## src/rtl/msrv32_pc_pipe_reg.sv

```systemverilog
// Fetch PC register with boot address, stall/flush priority, word alignment and a delayed-PC chain.
// Optional trace counters are compiled in when MSRV32_PC_TRACE_EN is defined.
module msrv32_pc_pipe_reg #(
  parameter int unsigned     XLEN       = 32,
  parameter logic [XLEN-1:0] BOOT_ADDR  = '0,
  parameter int unsigned     PIPE_DEPTH = 3
) (
  input  logic                       ms_riscv32_mp_clk_in,
  input  logic                       ms_riscv32_mp_rst_n_in,
  input  logic [XLEN-1:0]            pc_mux_in,
  input  logic                       stall_in,
  input  logic                       flush_in,
  input  logic [XLEN-1:0]            redirect_addr_in,
  output logic [XLEN-1:0]            pc_out,
  output logic [XLEN*PIPE_DEPTH-1:0] pc_pipe_out,
  output logic [PIPE_DEPTH-1:0]      pc_valid_out,
`ifdef MSRV32_PC_TRACE_EN
  output logic [15:0]                redirect_cnt_out,
  output logic [XLEN-1:0]            last_redirect_out,
`endif
  output logic                       misalign_err_out
);

  logic [XLEN-1:0]                  pc_q, pc_d;
  logic [PIPE_DEPTH-1:0][XLEN-1:0]  stage_q, stage_d;
  logic [PIPE_DEPTH-1:0]            valid_q, valid_d;
  logic                             err_q, err_d;

  logic [XLEN-1:0] mux_aligned;
  logic [XLEN-1:0] redirect_aligned;

  assign mux_aligned      = {pc_mux_in[XLEN-1:2], 2'b00};
  assign redirect_aligned = {redirect_addr_in[XLEN-1:2], 2'b00};

  always_comb begin
    pc_d    = pc_q;
    stage_d = stage_q;
    valid_d = valid_q;
    err_d   = 1'b0;
    if (flush_in) begin
      // Stage data is left alone; clearing the valids is enough to kill it.
      pc_d    = redirect_aligned;
      valid_d = '0;
      err_d   = |redirect_addr_in[1:0];
    end else if (!stall_in) begin
      pc_d       = mux_aligned;
      stage_d[0] = pc_q;
      valid_d[0] = 1'b1;
      for (int k = 1; k < PIPE_DEPTH; k++) begin
        stage_d[k] = stage_q[k-1];
        valid_d[k] = valid_q[k-1];
      end
      err_d = |pc_mux_in[1:0];
    end
  end

  always_ff @(posedge ms_riscv32_mp_clk_in or negedge ms_riscv32_mp_rst_n_in) begin
    if (!ms_riscv32_mp_rst_n_in) begin
      pc_q    <= BOOT_ADDR;
      stage_q <= '0;
      valid_q <= '0;
      err_q   <= 1'b0;
    end else begin
      pc_q    <= pc_d;
      stage_q <= stage_d;
      valid_q <= valid_d;
      err_q   <= err_d;
    end
  end

  assign pc_out           = pc_q;
  assign pc_pipe_out      = stage_q;
  assign pc_valid_out     = valid_q;
  assign misalign_err_out = err_q;

`ifdef MSRV32_PC_TRACE_EN
  logic [15:0]     redirect_cnt_q, redirect_cnt_d;
  logic [XLEN-1:0] last_redirect_q, last_redirect_d;

  always_comb begin
    redirect_cnt_d  = redirect_cnt_q;
    last_redirect_d = last_redirect_q;
    if (flush_in) begin
      last_redirect_d = redirect_aligned;
      if (redirect_cnt_q != 16'hFFFF) begin
        redirect_cnt_d = redirect_cnt_q + 16'd1;
      end
    end
  end

  always_ff @(posedge ms_riscv32_mp_clk_in or negedge ms_riscv32_mp_rst_n_in) begin
    if (!ms_riscv32_mp_rst_n_in) begin
      redirect_cnt_q  <= 16'd0;
      last_redirect_q <= BOOT_ADDR;
    end else begin
      redirect_cnt_q  <= redirect_cnt_d;
      last_redirect_q <= last_redirect_d;
    end
  end

  assign redirect_cnt_out  = redirect_cnt_q;
  assign last_redirect_out = last_redirect_q;
`endif

endmodule

```

## config.mk

```make
export PLATFORM = sky130hd
export DESIGN_NAME = msrv32_pc_pipe_reg
export DESIGN_NICKNAME = d
export VERILOG_FILES = /design/src/rtl/msrv32_pc_pipe_reg.sv
export SDC_FILE = /design/constraint.sdc
export NUM_CORES = 1
export LEC_CHECK = 0
export BUFFER_PORTS_ARGS = -buffer_cell sky130_fd_sc_hd__buf_2
export CORE_MARGIN = 3
export CORE_UTILIZATION = 44
export CTS_CLUSTER_SIZE = 14
export DETAILED_ROUTE_END_ITERATION = 10
export PLACE_DENSITY = 0.79
export SYNTH_ARGS = -nofsm -noshare
export SYNTH_HDL_FRONTEND = slang
export SYNTH_SLANG_ARGS = --single-unit
```

## constraint.sdc

```tcl
create_clock -name ms_riscv32_mp_clk_in -period 0.8 [get_ports ms_riscv32_mp_clk_in]
set_input_delay 0.12 -clock ms_riscv32_mp_clk_in [delete_from_list [all_inputs] [get_ports ms_riscv32_mp_clk_in]]
set_output_delay 0.12 -clock ms_riscv32_mp_clk_in [all_outputs]
set_load 0.02 [all_outputs]
```

==> metrics.md <==
| Metric | Value |
|---|---|
| RSZ-0062 raised after global routing | true |
| Synthesized area per cell | 14.5 um2 |
| Number of global-route vias before repair | between 4000 and 5000 |
| DRT Wirelength | 18500 um |
| Mapped cell area | 0.00498 mm2 |
| Crit path largest cell delay | between 0.4 and 0.5 ns |
| Synthesized instance count | about 340 |
| I/O pins | 200 |
| HP Class | in -> reg |
| Final hold violations | 0 |
| Synth Register Bits | roughly 120 |
| Post-synthesis cell type count | 16 |
| Final hold slack | 0.00684 ns |
| Worst VDD drop | 0.00228 V |
| DRC | 0 |
| Clk_lat worst skew | between 0.4 and 0.5 ns |
| Core Util, Final | 0.860 |
| 1st-iter DRT viols | 201 |
| PD cells | roughly 2900 mW/mm2 |
| Setup WS post-layout | -0.327 ns |
| CTS tree | built |
| Gr usage total | 0.271 |
| Most frequent cells in the layout | buf_6, dfrtp_1, mux2_4 |
| Register area share after synthesis | 0.623 |
| CP delay by family, top | flip-flops |
| Type of origin of the critical path | register |
| Total CTS buffers | 17 |
| Worst Path Max Fanout | 2 |
| Vias/cell | between 5 and 6 |
| First-pass GRT wire length | 26400 um |
| WP buf/inv | 1 |
| DR pass1 iterations | 4 |
| Chip width | between 100 and 150 um |
| Share of post-route cells with drive strength above 1 | 0.611 |
| CP endpoint kind | output pin |
| CTS root buf | clkbuf_16 |
| Final Max Tran Viols | 0 |
| Area post-placement | between 0.006 and 0.007 mm2 |
| Max Root-Sink Buffers | 2 |
| Critical path cell sequence | buf_6 |
| Largest net degree at the start of global routing | 41 |
| Worst path slowest cell | dfrtp_1 |
| Outcome | finished, violations left |
| Pre-CTS setup slack | -0.384 ns |
| Max-Cap Viols | 0 |
| Skew final | 0.00730 ns |
| Initial Util | 0.455 |
| Fillers | ~460 |
| Commonest non-fill, non-tap cell in the layout | buf_6 |
| Total die area | 0.0126 mm2 |
| Critical Path AT | 1.01 ns |
| Synth warn | 0 |
| Core box area | around 0.011 mm2 |
| H-tree levels | 4 |
| Design Area, Final | 0.00940 mm2 |
| Die height | 112 um |
| WS Path Type | reg -> out |
| TritonCTS Sinks | between 100 and 150 |
| Port bufs | 191 |
| Setup TNS | -48.21 ns |
| Row cnt | 38 |
| WL per Instance | 21.6 um |
| Antenna Nets Post-Route | 0 |
| Max Clock Freq | 0.887 GHz |
| Final net count | 769 |
| Total gr overflow | 0 |
| Worst endpoint required time | 0.68 ns |
| Synth-to-layout area growth | 88.9% |
| Placed wire-length estimate | between 7000 and 8000 um |
| Leakage | approximately 0.0047 uW |
| Period minus WS final | roughly 1.1 ns |
| Post-route clock period utilization | 1.41 |
| Failing checks | negative setup slack |
| Clock slew at reported path FFs | ~0.060 ns |
| DR vias | between 4000 and 5000 |
| Routability cong. | slightly below 0.8 |
| Final setup vio count | ~250 |
| Initial antenna violation count | 1 |
[metrics by stage]
step / power (uW) / std cells
after floorplan: 12000 / 350
after global placement: 14000 / 666
after detailed placement: 14200 / 666
after CTS: 25600 / 833
after global routing: 28500 / 855
final: 27600 / 855
[synth_stat cells, drive strengths merged]
library cell	instances	share of area
a21oi	1	0.0010
buf	20	0.037
clkbuf	8	0.0075
conb	1	0.00075
dfrtp	124	0.62
inv	1	0.00075
mux2	90	0.20
mux2i	32	0.064
nand2	30	0.023
nor2	4	0.0063
o21ai	31	0.031
o31ai	1	0.0015
[cell type report]
type,count,area (um2),area share
antenna,1,2.50,0.000266
clock buffer,25,505,0.0538
clock inverter,7,85.1,0.00905
inverter,1,3.75,0.000399
multi-input combinational,197,2000,0.213
sequential,124,3100,0.330
tap,140,175,0.0186
timing repair buffer,360,3520,0.375
[timing repair]
item	in CTS	in global routing
buffers inserted	80	59
gates cloned	0	0
pin swaps	0	13
endpoints found under the setup margin	131	246
gates resized for setup	331	133
hold buffers	55	0
endpoints found under the hold margin	155	0
[flip-flops by register name, summed over array words and instances, names as in the netlist]
register	flops
pc_out	30
pc_valid_out	3
pc_pipe_out	90
misalign_err_out	1
[report_power, final]
group          total, uW  switching [uW]  internal [uW]  leakage, uW
logic              10700            4310           6420      0.00286
registers           9170            1480           7690      0.00151
clock network       7680            2710           4970     0.000297
[logic make-up (layout without fill, tap and decap cells)]
group / count (synthesis) / after routing / synth area share
other cells: 1 / 9 / 0.000753
compound gates: 33 / 33 / 0.0337
buf+inv: 29 / 393 / 0.0452
simple gates: 34 / 34 / 0.0289
flops: 124 / 124 / 0.623
mux: 122 / 122 / 0.268
[worst paths after layout]
check	depth (start not counted)	to	startpoint	slack (ns)
min in group asynchronous	2	pc_pipe_out[34]	ms_riscv32_mp_rst_n_in	0.13
max	1	pc_pipe_out[41]	pc_pipe_out[41]	-0.33
min	3	pc_out[18]	pc_mux_in[18]	0.007
max in group asynchronous	3	pc_out[27]	ms_riscv32_mp_rst_n_in	0.17
max reg2reg	3	pc_pipe_out[70]	pc_pipe_out[38]	-0.27
min reg2reg	1	pc_pipe_out[89]	pc_pipe_out[89]	0.55
[routing by layer]
metal | routed length [um] | global-route usage | up-vias
li1 | - | - | 1896
met1 | 6480 | 0.282 | 2171
met2 | 10300 | 0.518 | 198
met3 | 912 | 0.0636 | 53
met4 | 726 | 0.111 | 0
met5 | 0 | 0 | -
Power figures use the tool's default switching activity.
